$ cat src/rtl/muldiv_execute_unit.sv
// Iterative multiply/divide execute stage: shift-add MUL and restoring DIV at one bit
// per edge, single-edge LUI and divide-by-zero, with the architectural flag register.
module muldiv_execute_unit #(
  parameter int l     = 16,
  parameter int imm_l = 7,
  parameter int p     = 0
) (
  input  logic             clk,
  input  logic             reset,
  input  logic             InValid,
  output logic             InReady,
  input  logic [p:0]       ALUOpcode,
  input  logic             UseImmediate,
  input  logic             LoadUpperImmediate,
  input  logic             UpdateFlags,
  input  logic [l-1:0]     RegA,
  input  logic [l-1:0]     RegB,
  input  logic [imm_l-1:0] Immediate,
  output logic             OutValid,
  input  logic             OutReady,
  output logic [l-1:0]     Result,
  output logic [l-1:0]     HighResult,
  output logic             ZeroFlag,
  output logic             OverflowFlag,
  output logic             DivZeroFlag
);

  localparam int CNT_W = (l > 2) ? $clog2(l) : 1;

  typedef enum logic [1:0] {IDLE, BUSY, DONE} state_t;

  state_t           state, nextState;
  logic [CNT_W-1:0] iterCnt;
  logic [l-1:0]     accHi, accLo, operandQ;
  logic             isMulQ, updFlagsQ;

  logic [l-1:0]     operandB, luiValue;
  logic             isMul, divByZero, lastIter;
  logic [2*l-1:0]   stepFirst, stepBusy;

  // One shift-add step: {hi,lo} holds partial product above the remaining multiplier bits.
  function automatic logic [2*l-1:0] mulStep(input logic [l-1:0] hi, input logic [l-1:0] lo,
                                             input logic [l-1:0] mcand);
    logic [l:0] sum;
    sum = {1'b0, hi} + (lo[0] ? {1'b0, mcand} : {(l+1){1'b0}});
    return {sum, lo[l-1:1]};
  endfunction

  // One restoring step: hi is the partial remainder, lo shifts dividend out and quotient in.
  function automatic logic [2*l-1:0] divStep(input logic [l-1:0] hi, input logic [l-1:0] lo,
                                             input logic [l-1:0] dvsr);
    logic [l:0] trial;
    trial = {hi, lo[l-1]} - {1'b0, dvsr};
    if (!trial[l]) return {trial[l-1:0], lo[l-2:0], 1'b1};
    else           return {hi[l-2:0], lo[l-1], lo[l-2:0], 1'b0};
  endfunction

  assign isMul     = (ALUOpcode == (p+1)'(1));
  assign operandB  = UseImmediate ? {{(l-imm_l){1'b0}}, Immediate} : RegB;
  assign luiValue  = {Immediate, {(l-imm_l){1'b0}}};
  assign divByZero = !isMul && (operandB == '0);
  assign lastIter  = (iterCnt == CNT_W'(l-1));

  // The accept edge already performs the first iteration on the incoming operands.
  assign stepFirst = isMul  ? mulStep('0, operandB, RegA) : divStep('0, RegA, operandB);
  assign stepBusy  = isMulQ ? mulStep(accHi, accLo, operandQ) : divStep(accHi, accLo, operandQ);

  always_ff @(posedge clk) begin
    if (reset) state <= IDLE;
    else       state <= nextState;
  end

  always_comb begin
    nextState = state;
    case (state)
      IDLE: if (InValid) nextState = (LoadUpperImmediate || divByZero) ? DONE : BUSY;
      BUSY: if (lastIter) nextState = DONE;
      DONE: if (OutReady) nextState = IDLE;
      default: nextState = IDLE;
    endcase
  end

  always_comb begin
    InReady  = (state == IDLE);
    OutValid = (state == DONE);
  end

  always_ff @(posedge clk) begin
    if (reset) begin
      iterCnt      <= '0;
      accHi        <= '0;
      accLo        <= '0;
      operandQ     <= '0;
      isMulQ       <= 1'b0;
      updFlagsQ    <= 1'b0;
      Result       <= '0;
      HighResult   <= '0;
      ZeroFlag     <= 1'b0;
      OverflowFlag <= 1'b0;
      DivZeroFlag  <= 1'b0;
    end else begin
      case (state)
        IDLE: if (InValid) begin
          isMulQ    <= isMul;
          updFlagsQ <= UpdateFlags;
          if (LoadUpperImmediate) begin
            Result     <= luiValue;
            HighResult <= '0;
            if (UpdateFlags) begin
              ZeroFlag     <= (luiValue == '0);
              OverflowFlag <= 1'b0;
              DivZeroFlag  <= 1'b0;
            end
          end else if (divByZero) begin
            Result     <= '1;
            HighResult <= RegA;
            if (UpdateFlags) begin
              ZeroFlag     <= 1'b0;
              OverflowFlag <= 1'b0;
              DivZeroFlag  <= 1'b1;
            end
          end else begin
            iterCnt  <= CNT_W'(1);
            accHi    <= stepFirst[2*l-1:l];
            accLo    <= stepFirst[l-1:0];
            operandQ <= isMul ? RegA : operandB;
          end
        end
        BUSY: begin
          iterCnt <= iterCnt + CNT_W'(1);
          accHi   <= stepBusy[2*l-1:l];
          accLo   <= stepBusy[l-1:0];
          if (lastIter) begin
            iterCnt    <= '0;
            Result     <= stepBusy[l-1:0];
            HighResult <= stepBusy[2*l-1:l];
            if (updFlagsQ) begin
              ZeroFlag     <= (stepBusy[l-1:0] == '0);
              OverflowFlag <= isMulQ && (stepBusy[2*l-1:l] != '0);
              DivZeroFlag  <= 1'b0;
            end
          end
        end
        default: ;
      endcase
    end
  end

endmodule

$ cat config.mk
export PLATFORM = sky130hd
export DESIGN_NAME = muldiv_execute_unit
export DESIGN_NICKNAME = d
export VERILOG_FILES = /design/src/rtl/muldiv_execute_unit.sv
export SDC_FILE = /design/constraint.sdc
export NUM_CORES = 1
export LEC_CHECK = 0
export CAP_MARGIN = 30
export CORE_ASPECT_RATIO = 1.25
export CORE_MARGIN = 8
export CORE_UTILIZATION = 45
export CTS_CLUSTER_SIZE = 16
export DETAILED_ROUTE_END_ITERATION = 8
export PLACE_DENSITY = 0.67
export SLEW_MARGIN = 10
export SYNTH_ARGS = -nofsm -noshare
export SYNTH_HDL_FRONTEND = slang
export SYNTH_SLANG_ARGS = --single-unit
$ cat constraint.sdc
create_clock -name clk -period 3.7 [get_ports clk]
set_input_delay 0.74 -clock clk [delete_from_list [all_inputs] [get_ports clk]]
set_output_delay 0.74 -clock clk [all_outputs]
set_load 0.02 [all_outputs]
==> parameters.txt <==
Parameter                              Value

Floorplan
  Initial core utilization ... 45.8%
  Std cell rows ... 50
  Die Y ... about 150 um
  IO Pins ... 84
  Floorplan Core Area ... 0.0150 mm^2
  Overall die area ... 0.0195 mm^2
  Horizontal die dimension ... 126 um

Timing
  Timing-limited maximum frequency ... about 280 MHz
  Slew Limit Headroom ... 41.2%
  Transition time at the pin with the least slew margin ... 882 ps
  Final worst path period share ... just under 100%
  Final setup TNS ... 0 ps
  Setup repair after global routing missed its margin ... no
  Number of setup violations in the final report ... 0
  Final Hold Viols ... 0
  Clock Skews ... 9.41 ps
  Final critical delay including setup and external delays ... 3580 ps
  Final-report max-slew violation count ... 0

Logic synthesis
  Synth top cells by count ... nand2_1, nor2_1, dfxtp_1, a21oi_1, a211oi_1
  Number of flops mapped to enable cells by yosys ... 0
  Warnings from Yosys ... 0
  Total nets after synthesis ... around 1000
  Proportion of netlist area held by the largest area contributor ... 26.6%
  Cell Area, Synth ... 0.00685 mm^2
  Gate Count Post-Synth ... 910
  Count leader, synth ... nand2_1
  Top FF cell, synth ... dfxtp_1
  Library cell occupying the most area in the post-synthesis netlist ... dfxtp_1
  Netlist cell types ... slightly below 80
  Synthesized area per cell ... 7.53 um^2
  Fraction of synthesis flops using an asynchronous set or reset pin ... 0%
  Register area share after synthesis ... 26.6%
  Register bit count reported by yosys ... 91
  Top area cells in the synthesized netlist ... dfxtp_1, ha_1, a21oi_1

Setup path
  Max incr delay on CP ... 580 ps
  Crit path max-delay cell type ... or4_1
  Launching instance or port of the critical path ... accLo[0]
  Kind of start point of the critical path ... flop
  Worst path arrival time ... around 3800 ps
  Reg-to-reg critical path startpoint ... accLo[0]
  FF-to-FF path depth ... 14
  Cell family with the largest share of critical-path delay ... compound AO/OA/AOI/OAI gates
  Worst-path maximum fanout ... 7
  Buffer and inverter count on the worst path ... 1
  Setup slack of the worst register-to-register path ... 120 ps
  R2r endpoint ... OverflowFlag
  Cells along the critical path ... and2_1 -> ha_1 -> inv_1 -> fa_1 -> nor2b_1 -> o31a_1 -> o41ai_2 -> a21oi_1 -> nor2_1 -> xor2_1 -> o221ai_1 -> or4_1 -> nor3_2 -> a311oi_1
  CP Capture Type ... flop
  Req. time, crit path ... between 3000 and 4000 ps
  Critical path class ... reg -> reg

Cells and area
  Fraction of layout instances using a drive strength above 1 ... 11.0%
  Final Instance Area ... 0.00846 mm^2
  Area overhead of the layout relative to synthesis ... 23.4%
  Net count of the finished layout ... 1096
  Fillers ... 1472
  Number of diodes ... 0
  Count of placed standard cells in the final layout, fillers left out ... between 1000 and 1500

Run status
  Run status ... completed

Pwr
  Leakage power of the design ... 0.00331 uW
  Worst voltage drop across the vdd grid ... 0.000304 V
  Power per unit of standard cell area ... ~430 mW/mm^2

Placed design
  Count of placed standard cells including taps ... around 1200
  Number of buffers inserted by port buffering ... 83
  Area of placed instances ... 0.00814 mm^2
  Routability congestion estimate ... between 0.9 and 1
  Post-detailed-placement half-perimeter wirelength ... 18300 um

Min path
  Worst min-delay path category ... reg -> reg
  Endpoint with the worst hold slack ... Result[12]
  Worst hold stages ... 2
  Worst Hold Launch ... Result[12]

Global routing
  Wire length of the first global-routing pass ... 37300 um
  Maximum number of pins on one net before global-route repair ... 70
  Overall overflow remaining after global route ... 0
  Via count of the first global-routing pass ... 6906
  GRT Util Overall ... 23.7%
  Initial antenna violation count ... 0

Routing
  Violation count after the first detailed-route iteration ... between 500 and 600
  Remaining antenna violation count after routing ... 0
  Remaining DRCs ... 0
  Drt total wl ... 23500 um
  Wire length per cell ... between 15 and 20 um
  Iteration count of the initial detailed-routing pass ... 5
  Via density per instance ... 5.95
  Overall via count from detail_route ... 7133

Clocking
  Insertion delay to the later sink of the worst-skew pair ... roughly 350 ps
  Hold buffer count at CTS ... 0
  H-tree depth ... 3
  Post-CTS clock slew at the launch and capture registers of the worst setup and hold paths ... 70 ps
  Number of buffers created by CTS ... 9
  Clock Sinks ... 91
  TritonCTS clock tree ... yes
  Deepest clock path buffer count ... 2
  CTS Root Buffer Type ... clkbuf_16

Flow run
  Reported max-cap violation count ... 0
==> layout make-up <==
| class | count | area, um^2 | share of cell area [%] |
|---|---|---|---|
| Clock inverter | 6 | 63.8 | 0.754 |
| Tap cell | 182 | 228 | 2.69 |
| Inverter | 34 | 128 | 1.51 |
| Multi-Input combinational cell | 723 | 4620 | 54.7 |
| Clock buffer | 10 | 229 | 2.71 |
| Timing Repair Buffer | 152 | 1360 | 16.1 |
| Sequential cell | 91 | 1820 | 21.6 |
==> how the worst max path moves through the flow <==
stage | end | slack [ps] | cells after the start
floorplan | accHi[13] | 540 | 13
global placement | OverflowFlag | 150 | 14
detailed placement | OverflowFlag | 40 | 11
CTS | OverflowFlag | 110 | 13
global route | OverflowFlag | 3 | 14
finish | OverflowFlag | 120 | 14
==> logic make-up (layout without fill, tap and decap cells) <==
group	count (synthesis)	count (layout)	share of synthesized area, %
AOI/OAI and AO/OA	286	286	28.9
buffers and inverters	96	202	6.19
adders and majority gates	38	38	7.16
DFF	91	91	26.6
xor gates and xnor gates	31	31	3.96
and+or+nand+nor	340	340	23.1
muxes	28	28	4.11
==> sequential cells by signal, indices dropped and copies added, names as in the netlist, 2 cells and up <==
name        flops
iterCnt         4
Result         16
HighResult     16
state           2
operandQ       16
accLo          16
accHi          16
==> repair_timing <==
item                       CTS  global route
setup endpoints to repair    0             4
resized for setup            0             3
setup buffers                0             2
==> cell usage in the layout, fill, tap and decap left out, types with 26 or more instances in the layout <==
| cell | netlist | routed |
|---|---|---|
| nand2_1 | 108 | 108 |
| nor2_1 | 103 | 102 |
| dfxtp_1 | 91 | 90 |
| a21oi_1 | 86 | 85 |
| clkdlybuf4s50_1 | 0 | 81 |
| buf_4 | 3 | 67 |
| a211oi_1 | 54 | 54 |
| ha_1 | 36 | 36 |
| o21ai_0 | 34 | 33 |
| inv_1 | 33 | 33 |
| nor3_1 | 30 | 30 |
| mux2i_1 | 27 | 26 |
| o211ai_1 | 26 | 26 |
==> metrics by stage <==
step                      total power (uW)  util [%]  hold WS (ps)  setup WS [ps]
after global routing                  3820      56.6           487           3.06
after floorplan                       2110         -           440            544
after CTS                             3600      56.4           452            106
final                                 3640      56.6           451            117
after detailed placement              2680      54.5           443           44.3
after global placement                2680      54.5           443            146
==> where the power goes <==
| group | switching [uW] | internal (uW) | leakage (uW) |
|---|---|---|---|
| clock network | 397 | 524 | 0.000139 |
| logic | 886 | 687 | 0.00243 |
| registers | 81.7 | 1060 | 0.000746 |
| total | 1360 | 2270 | 0.00331 |
==> worst reg2reg max path, delay by kind of cell (launching register included) <==
| family | cells | cell delay (ps) |
|---|---|---|
| buffers and inverters | 1 | 80 |
| AO/OA/AOI/OAI | 5 | 1230 |
| flip-flops | 1 | 410 |
| AND/OR/NAND/NOR | 5 | 1110 |
| XOR/XNOR | 1 | 170 |
| adder cells (fa/ha/maj) | 2 | 440 |
==> routing by layer <==
layer	share of wire (%)	GRT usage, %	up-vias
met5	0	0	-
met4	3.0	9.25	0
met3	5.2	3.60	46
met2	49	41.3	252
met1	43	28.4	3323
li1	-	-	3512
Note: power is estimated with default switching activity, not from simulation.
